### src/rtl/pipe_front_regs_pkg.sv
// Shared constants for the front-end pipeline registers: control-bundle bit
// positions, the NOP encoding and the default fetch reset address.
package pipe_front_regs_pkg;

    localparam int CTRL_REGWRITE = 0;
    localparam int CTRL_MEMTOREG = 1;
    localparam int CTRL_MEMWRITE = 2;

    localparam logic [31:0] NOP_INSTR        = 32'h0000_0000;
    localparam logic [31:0] DEFAULT_RESET_PC = 32'h0000_0000;

endpackage

### src/rtl/pipe_front_regs_flopenrc.sv
// Enabled register with synchronous clear; reset wins, clear only acts when
// the register is enabled, otherwise the input is loaded.
module flopenrc #(
    parameter int               WIDTH     = 32,
    parameter logic [WIDTH-1:0] RESET_VAL = '0,
    parameter logic [WIDTH-1:0] CLR_VAL   = '0
) (
    input  logic             clk,
    input  logic             reset,
    input  logic             en,
    input  logic             clr,
    input  logic [WIDTH-1:0] d,
    output logic [WIDTH-1:0] q
);

    always_ff @(posedge clk) begin
        if (reset) begin
            q <= RESET_VAL;
        end else if (en) begin
            if (clr) begin
                q <= CLR_VAL;
            end else begin
                q <= d;
            end
        end
    end

endmodule

### src/rtl/pipe_front_regs.sv
// PC, IF/ID and ID/EX registers of the 5-stage core, driven by the hazard
// unit's stall/flush outputs, plus event counters and a sticky error flag.
module pipe_front_regs
    import pipe_front_regs_pkg::*;
#(
    parameter int               WIDTH    = 32,
    parameter logic [WIDTH-1:0] RESET_PC = WIDTH'(DEFAULT_RESET_PC),
    parameter int               CTRL_W   = 10,
    parameter int               CNT_W    = 16
) (
    input  logic              clk,
    input  logic              reset,
    input  logic              stallF,
    input  logic              stallD,
    input  logic              flushE,
    input  logic              pcsrcD,
    input  logic              jumpD,
    input  logic [WIDTH-1:0]  pcbranchD,
    input  logic [WIDTH-1:0]  pcjumpD,
    input  logic [31:0]       instrF,
    output logic [WIDTH-1:0]  pcF,
    output logic [31:0]       instrD,
    output logic [WIDTH-1:0]  pcplus4D,
    output logic              validD,
    input  logic [CTRL_W-1:0] ctrlD,
    input  logic [WIDTH-1:0]  rd1D,
    input  logic [WIDTH-1:0]  rd2D,
    input  logic [WIDTH-1:0]  signimmD,
    input  logic [4:0]        rsD,
    input  logic [4:0]        rtD,
    input  logic [4:0]        rdD,
    output logic [CTRL_W-1:0] ctrlE,
    output logic [WIDTH-1:0]  rd1E,
    output logic [WIDTH-1:0]  rd2E,
    output logic [WIDTH-1:0]  signimmE,
    output logic [4:0]        rsE,
    output logic [4:0]        rtE,
    output logic [4:0]        rdE,
    output logic              validE,
    output logic [CNT_W-1:0]  stall_cnt,
    output logic [CNT_W-1:0]  flush_cnt,
    output logic              hz_err
);

    localparam int IFID_W = 32 + WIDTH + 1;
    localparam int IDEX_W = CTRL_W + 3 * WIDTH + 15 + 1;
    localparam logic [IFID_W-1:0] IFID_CLR = {NOP_INSTR, {WIDTH{1'b0}}, 1'b0};

    logic             redirectD;
    logic             hzViolation;
    logic [WIDTH-1:0] pcplus4F;
    logic [WIDTH-1:0] pcNext;
    logic [CNT_W-1:0] stallCntReg;
    logic [CNT_W-1:0] flushCntReg;
    logic             hzErrReg;

    assign redirectD = jumpD | pcsrcD;
    assign pcplus4F  = pcF + WIDTH'(4);

    // Jump has priority over a taken branch.
    always_comb begin
        pcNext = pcplus4F;
        if (jumpD) begin
            pcNext = pcjumpD;
        end else if (pcsrcD) begin
            pcNext = pcbranchD;
        end
    end

    flopenrc #(.WIDTH(WIDTH), .RESET_VAL(RESET_PC)) pcReg (
        .clk(clk), .reset(reset), .en(~stallF), .clr(1'b0),
        .d(pcNext), .q(pcF)
    );

    // A stalled IF/ID ignores the redirect: the enable gates the clear.
    flopenrc #(.WIDTH(IFID_W), .CLR_VAL(IFID_CLR)) ifidReg (
        .clk(clk), .reset(reset), .en(~stallD), .clr(redirectD),
        .d({instrF, pcplus4F, 1'b1}),
        .q({instrD, pcplus4D, validD})
    );

    flopenrc #(.WIDTH(IDEX_W)) idexReg (
        .clk(clk), .reset(reset), .en(1'b1), .clr(flushE),
        .d({ctrlD, rd1D, rd2D, signimmD, rsD, rtD, rdD, validD}),
        .q({ctrlE, rd1E, rd2E, signimmE, rsE, rtE, rdE, validE})
    );

    // Legal hazard control is stallF == stallD == flushE (all set or all clear).
    assign hzViolation = (stallD & ~flushE) | (stallF ^ stallD) | (flushE & ~stallD);

    always_ff @(posedge clk) begin
        if (reset) begin
            stallCntReg <= '0;
            flushCntReg <= '0;
            hzErrReg    <= 1'b0;
        end else begin
            if (stallD && (stallCntReg != '1)) begin
                stallCntReg <= stallCntReg + CNT_W'(1);
            end
            if (redirectD && !stallD && (flushCntReg != '1)) begin
                flushCntReg <= flushCntReg + CNT_W'(1);
            end
            if (hzViolation) begin
                hzErrReg <= 1'b1;
            end
        end
    end

    assign stall_cnt = stallCntReg;
    assign flush_cnt = flushCntReg;
    assign hz_err    = hzErrReg;

endmodule
### config.mk
export PLATFORM = sky130hd
export DESIGN_NAME = pipe_front_regs
export DESIGN_NICKNAME = d
export VERILOG_FILES = /design/src/rtl/pipe_front_regs_pkg.sv /design/src/rtl/pipe_front_regs_flopenrc.sv /design/src/rtl/pipe_front_regs.sv
export SDC_FILE = /design/constraint.sdc
export NUM_CORES = 1
export LEC_CHECK = 0
export ABC_CLOCK_PERIOD_IN_PS = 2300
export CORE_AREA = 2 2 186 188
export DETAILED_ROUTE_END_ITERATION = 16
export DIE_AREA = 0 0 188 190
export GPL_ROUTABILITY_DRIVEN = 0
export SKIP_LAST_GASP = 1
export SLEW_MARGIN = 5
export SYNTH_ARGS = -nofsm -noshare
export SYNTH_HDL_FRONTEND = slang
export SYNTH_SLANG_ARGS = --single-unit
### constraint.sdc
create_clock -name clk -period 2.3 [get_ports clk]
set_input_delay 0.345 -clock clk [delete_from_list [all_inputs] [get_ports clk]]
set_output_delay 0.345 -clock clk [all_outputs]
set_load 0.01 [all_outputs]
# == Word level (Yosys, flattened, before mapping) ==
# Index checks and enable logic that the tools add are counted.
# op_classes
addsub,3
eq_ne,2
muxes,3
bitwise_logic,8
reduce_logical,5
# ops
cell,count
65-bit two-way mux,1
32-bit two-way mux,2
16-bit by 1-bit adder with 16-bit output (second input constant),2
32-bit by 3-bit adder with 32-bit output (second input constant),1
16-bit inequality test (second input constant),2
1-bit logical AND,3
1-bit OR,3
1-bit AND,2
1-bit inverter,2
2-bit OR reduction,1
1-bit logical NOT,1
1-bit XOR,1
# word_totals
register_bits,252
inputBits,224
elab_cells,27

# == Logic depth before layout (Yosys ltp) ==
# depth
word_depth,4
ltp_mapped,8
mapped_depth_nobuf,6

# == Modules after synthesis ==
# Synthesis repeated with hierarchy kept, for this count alone.
# hier_totals
hier_cells,1351
area_unflattened_um2,12010.3
# modules_own_cells
module,instances,cells_each,area_each_um2,seq_area_each_um2
flopenrc at idexReg,1,542,5101.1,2442.3
pipe_front_regs,1,380,2849.0,660.6
flopenrc at ifidReg,1,288,2696.3,1301.2
flopenrc at pcReg,1,141,1363.8,640.6

# == Worst setup path before layout ==
# Ideal clock, no wire load.
# synth_timing
kind,register to register
startpoint,register pcReg.q[2]
endpoint,register pcReg.q[24]
setup_ns,0.067
t_arrival_ns,2.231
slack_ns,0.002
path_stages_with_launch,9
synth_period_minus_slack_ns,2.298
path_cell_list,dfxtp_1 -> ha_1 -> bufbuf_16 -> nand3_1 -> or2_1 -> buf_6 -> or4_4 -> o32a_1 -> o21ai_2
# synth_via
elab_chain_cells,3
# synth_rtl
item,line,text
start: declaration,pipe_front_regs_flopenrc.sv:13,output logic [WIDTH-1:0] q
start signal: assignment,pipe_front_regs_flopenrc.sv:18,q <= RESET_VAL;
start signal: assignment,pipe_front_regs_flopenrc.sv:21,q <= CLR_VAL;
start signal: assignment,pipe_front_regs_flopenrc.sv:23,q <= d;
32-bit by 3-bit adder with 32-bit output,pipe_front_regs.sv:58,assign pcplus4F = pcF + WIDTH'(4);
32-bit two-way mux,pipe_front_regs.sv:65,end else if (pcsrcD) begin
32-bit two-way mux,pipe_front_regs.sv:63,if (jumpD) begin
# Every way passes these cells.
# A chain may end at the register's enable or synchronous reset.

# == Worst setup path after layout ==
# layout_timing
startpoint,register pcReg.q[6]
endpoint,register pcReg.q[27]
# Same word-level chain as after synthesis.

==> impl_metrics.tcl <==
set metrics [dict create \
    track_usage_pct 20.0 \
    cpPeakStageDelay_ns 0.50 \
    grt_pass1_vias 9181 \
    r2r_end "pcReg.q[27]" \
    reg2regPathDepth 5 \
    dpl.hpwl_um 28600 \
    synth_flop_cell "dfxtp_1" \
    vias 9299 \
    core_region_area_sq_um 33900 \
    maxCapViolCount 0 \
    syn_area_per_cell_sq_um 9.23 \
    grt_pass1_wl_um 55600 \
    netlist_area_sq_um 9680 \
    yosys_warnings 0 \
    start_util_pct 28.5 \
    cts-root-buf "clkbuf_16" \
    drt-initial-drc-count 383 \
    clkTransAtPathRegs_ns 0.06 \
    syn2layout_area_growth_pct 65.3 \
    io_buffers 475 \
    synth_cells 1048 \
    ant_nets 0 \
    rsz0062_at_grt "false" \
    fmax_mhz 466 \
    setup_viol 0 \
    switching_share_pct 23.9 \
    skew_ns 0.0281 \
    pin_count 476 \
    crit_required_ns 2.74 \
    slew_violations 0 \
    final_util_pct 47.1 \
    fin_area_sq_um 16000 \
    nNetsFinal 1754 \
    whs_endpoint "ifidReg.q[42]" \
    worstMarginPinSlew_ns 0.620 \
    cts_tree "built" \
    async_flop_share_pct 0 \
    r2r_setup_slack_ns 0.15 \
    ir_drop_uv 679 \
    n_fill_cell 3207 \
    hold_viol_final 0 \
    worstPathMaxFanout 7 \
    status "finished clean" \
    drtPass1Iterations 5 \
    drc 0 \
    power_switching_mw 2.55 \
    start_kind "register" \
    timing.final.crit_period_ns 2.15 \
    crit_arrival_ns 2.58 \
    clk_latency_ns 0.57 \
    slew_headroom_pct 58.3 \
    via_per_inst 4.64 \
    p_seq_share_pct 43.4 \
    htreeDepth 1 \
    placed_area_sq_um 15000 \
    die_y_um 190 \
    cpMaxStageDelayCell "dfxtp_1" \
    overflow 0 \
    worstReg2RegStart "pcReg.q[6]" \
    hp-class "input pin to register" \
    antenna_found_initial 4 \
    wirelength_um 37300 \
    ys_seq_area_share_pct 52.1 \
    hp-start "stallD" \
    cts_setup_buffers 0 \
    synth_edf_count 0 \
    cts_buffers 29 \
    ys_types 69 \
    whs_path_depth 3 \
    clock_path_buffers 3 \
    powerDensity_nw_per_um2 666 \
    p_comb_share_pct 12.5 \
    die_w_um 188 \
    power_frac_clock_pct 44.1 \
    drive_gt1_share_pct 7.17 \
    crit_type "register to register" \
    worstPathCellList "and4_2 > nand4_1 > nor3b_1 > a21oi_1 > o2bb2a_1" \
    row_count 68 \
    ctsResizeCount 0 \
    internal-power_mw 8.10 \
    fin_tns_setup_ns 0 \
    wl_per_cell_um 18.6 \
    synthesis.nets 1275 \
    hold_buffers 0 \
    cts_sinks 252 \
    critPathCaptureType "register" \
    p_leak_nw 5.96 \
    synth-seq-cells 252 \
    finalCritPeriodShare_pct 93.3 \
    die_area_sq_um 35700 \
    grt_max_degree 68 \
]
-- flip-flops by register name (all words and copies together), names as in the netlist --
signal	cells
idexReg.q	122
ifidReg.q	65
pcReg.q	32
flush_cnt	16
stall_cnt	16
hz_err	1
-- worst max path at each step --
stage               startpoint           to  slack, ns  depth (start not counted)
global placement        pcsrcD  pcReg.q[27]       0.17                          7
finish              pcReg.q[6]  pcReg.q[27]       0.15                          5
floorplan           pcReg.q[2]  pcReg.q[24]      0.002                          8
global route        pcReg.q[3]  pcReg.q[26]       0.03                          7
CTS                 pcReg.q[4]       pcF[4]       0.11                          1
detailed placement      pcsrcD  pcReg.q[27]        0.1                          7
-- placed cells by master, fill, tap and decap left out, drive strengths merged, types with 4 or more instances in the layout --
master,synthesis,final
nor4,15,15
mux2i,7,7
o21ai,42,42
inv,20,21
or4,4,4
clkbuf,63,40
dfxtp,252,252
and4,7,7
a221oi,9,9
nand2,55,55
nand2b,5,5
o21a,5,5
nand4,17,17
a22o,4,4
xor2,9,9
clkdlybuf4s50,0,471
o32ai,4,4
nand3,25,25
and2,122,122
or3,7,7
and3,43,43
a211oi,7,7
a22oi,8,8
xnor2,40,40
nor2,106,106
or2,5,5
a21oi,67,67
nor3b,8,8
clkinv,0,5
o211ai,7,7
nor3,27,27
o22ai,7,7
buf,11,52
-- per-layer routing --
layer  vias up  track usage (%)  share of wire, %
li1       4583                -                 -
met1      4347             24.4                42
met2       313             34.0                48
met3        54             5.81               7.5
met4         2             6.18               3.0
met5         -                0             0.043
-- through the flow --
stage	setup WS, ns	power [mW]	cells	hold slack [ns]
final	0.154	10.7	2006	0.209
after global routing	0.0344	11.1	2004	0.216
after CTS	0.114	10.8	2003	0.179
after detailed placement	0.0993	6.06	1951	0.446
after global placement	0.170	6.05	1951	0.438
after floorplan	0.00243	5.18	1048	0.467
-- Yosys cell counts (20+ instances only) --
| master | number | share of area [%] |
|---|---|---|
| and2_1 | 122 | 7.9 |
| nor2_1 | 106 | 4.1 |
| xnor2_1 | 40 | 3.6 |
| a21oi_1 | 67 | 3.5 |
| dfxtp_1 | 252 | 52 |
| and3_1 | 43 | 2.8 |
| inv_1 | 20 | 0.78 |
| nand2_1 | 55 | 2.1 |
| nor3_1 | 27 | 1.4 |
| o21ai_0 | 41 | 2.1 |
| clkbuf_1 | 58 | 2.3 |
| nand3_1 | 25 | 1.3 |
-- critical path: cells and delay by family (launching register included) --
kind	cells	cell delay (ns)
AND/OR/NAND/NOR	3	1.11
flip-flops	1	0.50
AO/OA/AOI/OAI	2	0.41
-- logic make-up after synthesis --
family | synth area share (%)
flops | 52.1
compound gates | 12.3
mux | 0.841
xor+xnor | 4.44
fa+ha+maj | 0.388
simple gates | 25.2
buf+inv | 4.69
-- power by group through the flow --
stage / Clock [mW] / Sequential (mW) / Combinational (mW)
CTS: 4.84 / 4.62 / 1.35
finish: 4.70 / 4.62 / 1.33
global placement: 0 / 4.71 / 1.33
floorplan: 0 / 4.77 / 0.406
detailed placement: 0 / 4.72 / 1.34
global route: 5.01 / 4.64 / 1.44
-- cell type report --
type                       count  area, sq um  share of cell area, %
antenna                        3         7.51                 0.0469
multi-input combinational    701         4190                   26.2
timing repair buffer         523         5130                   32.1
clock inverter                12          161                   1.01
clock buffer                  40          807                   5.05
tap                          455          569                   3.56
sequential                   252         5040                   31.5
inverter                      20         75.1                  0.469
Note: power is estimated with default switching activity, not from simulation.
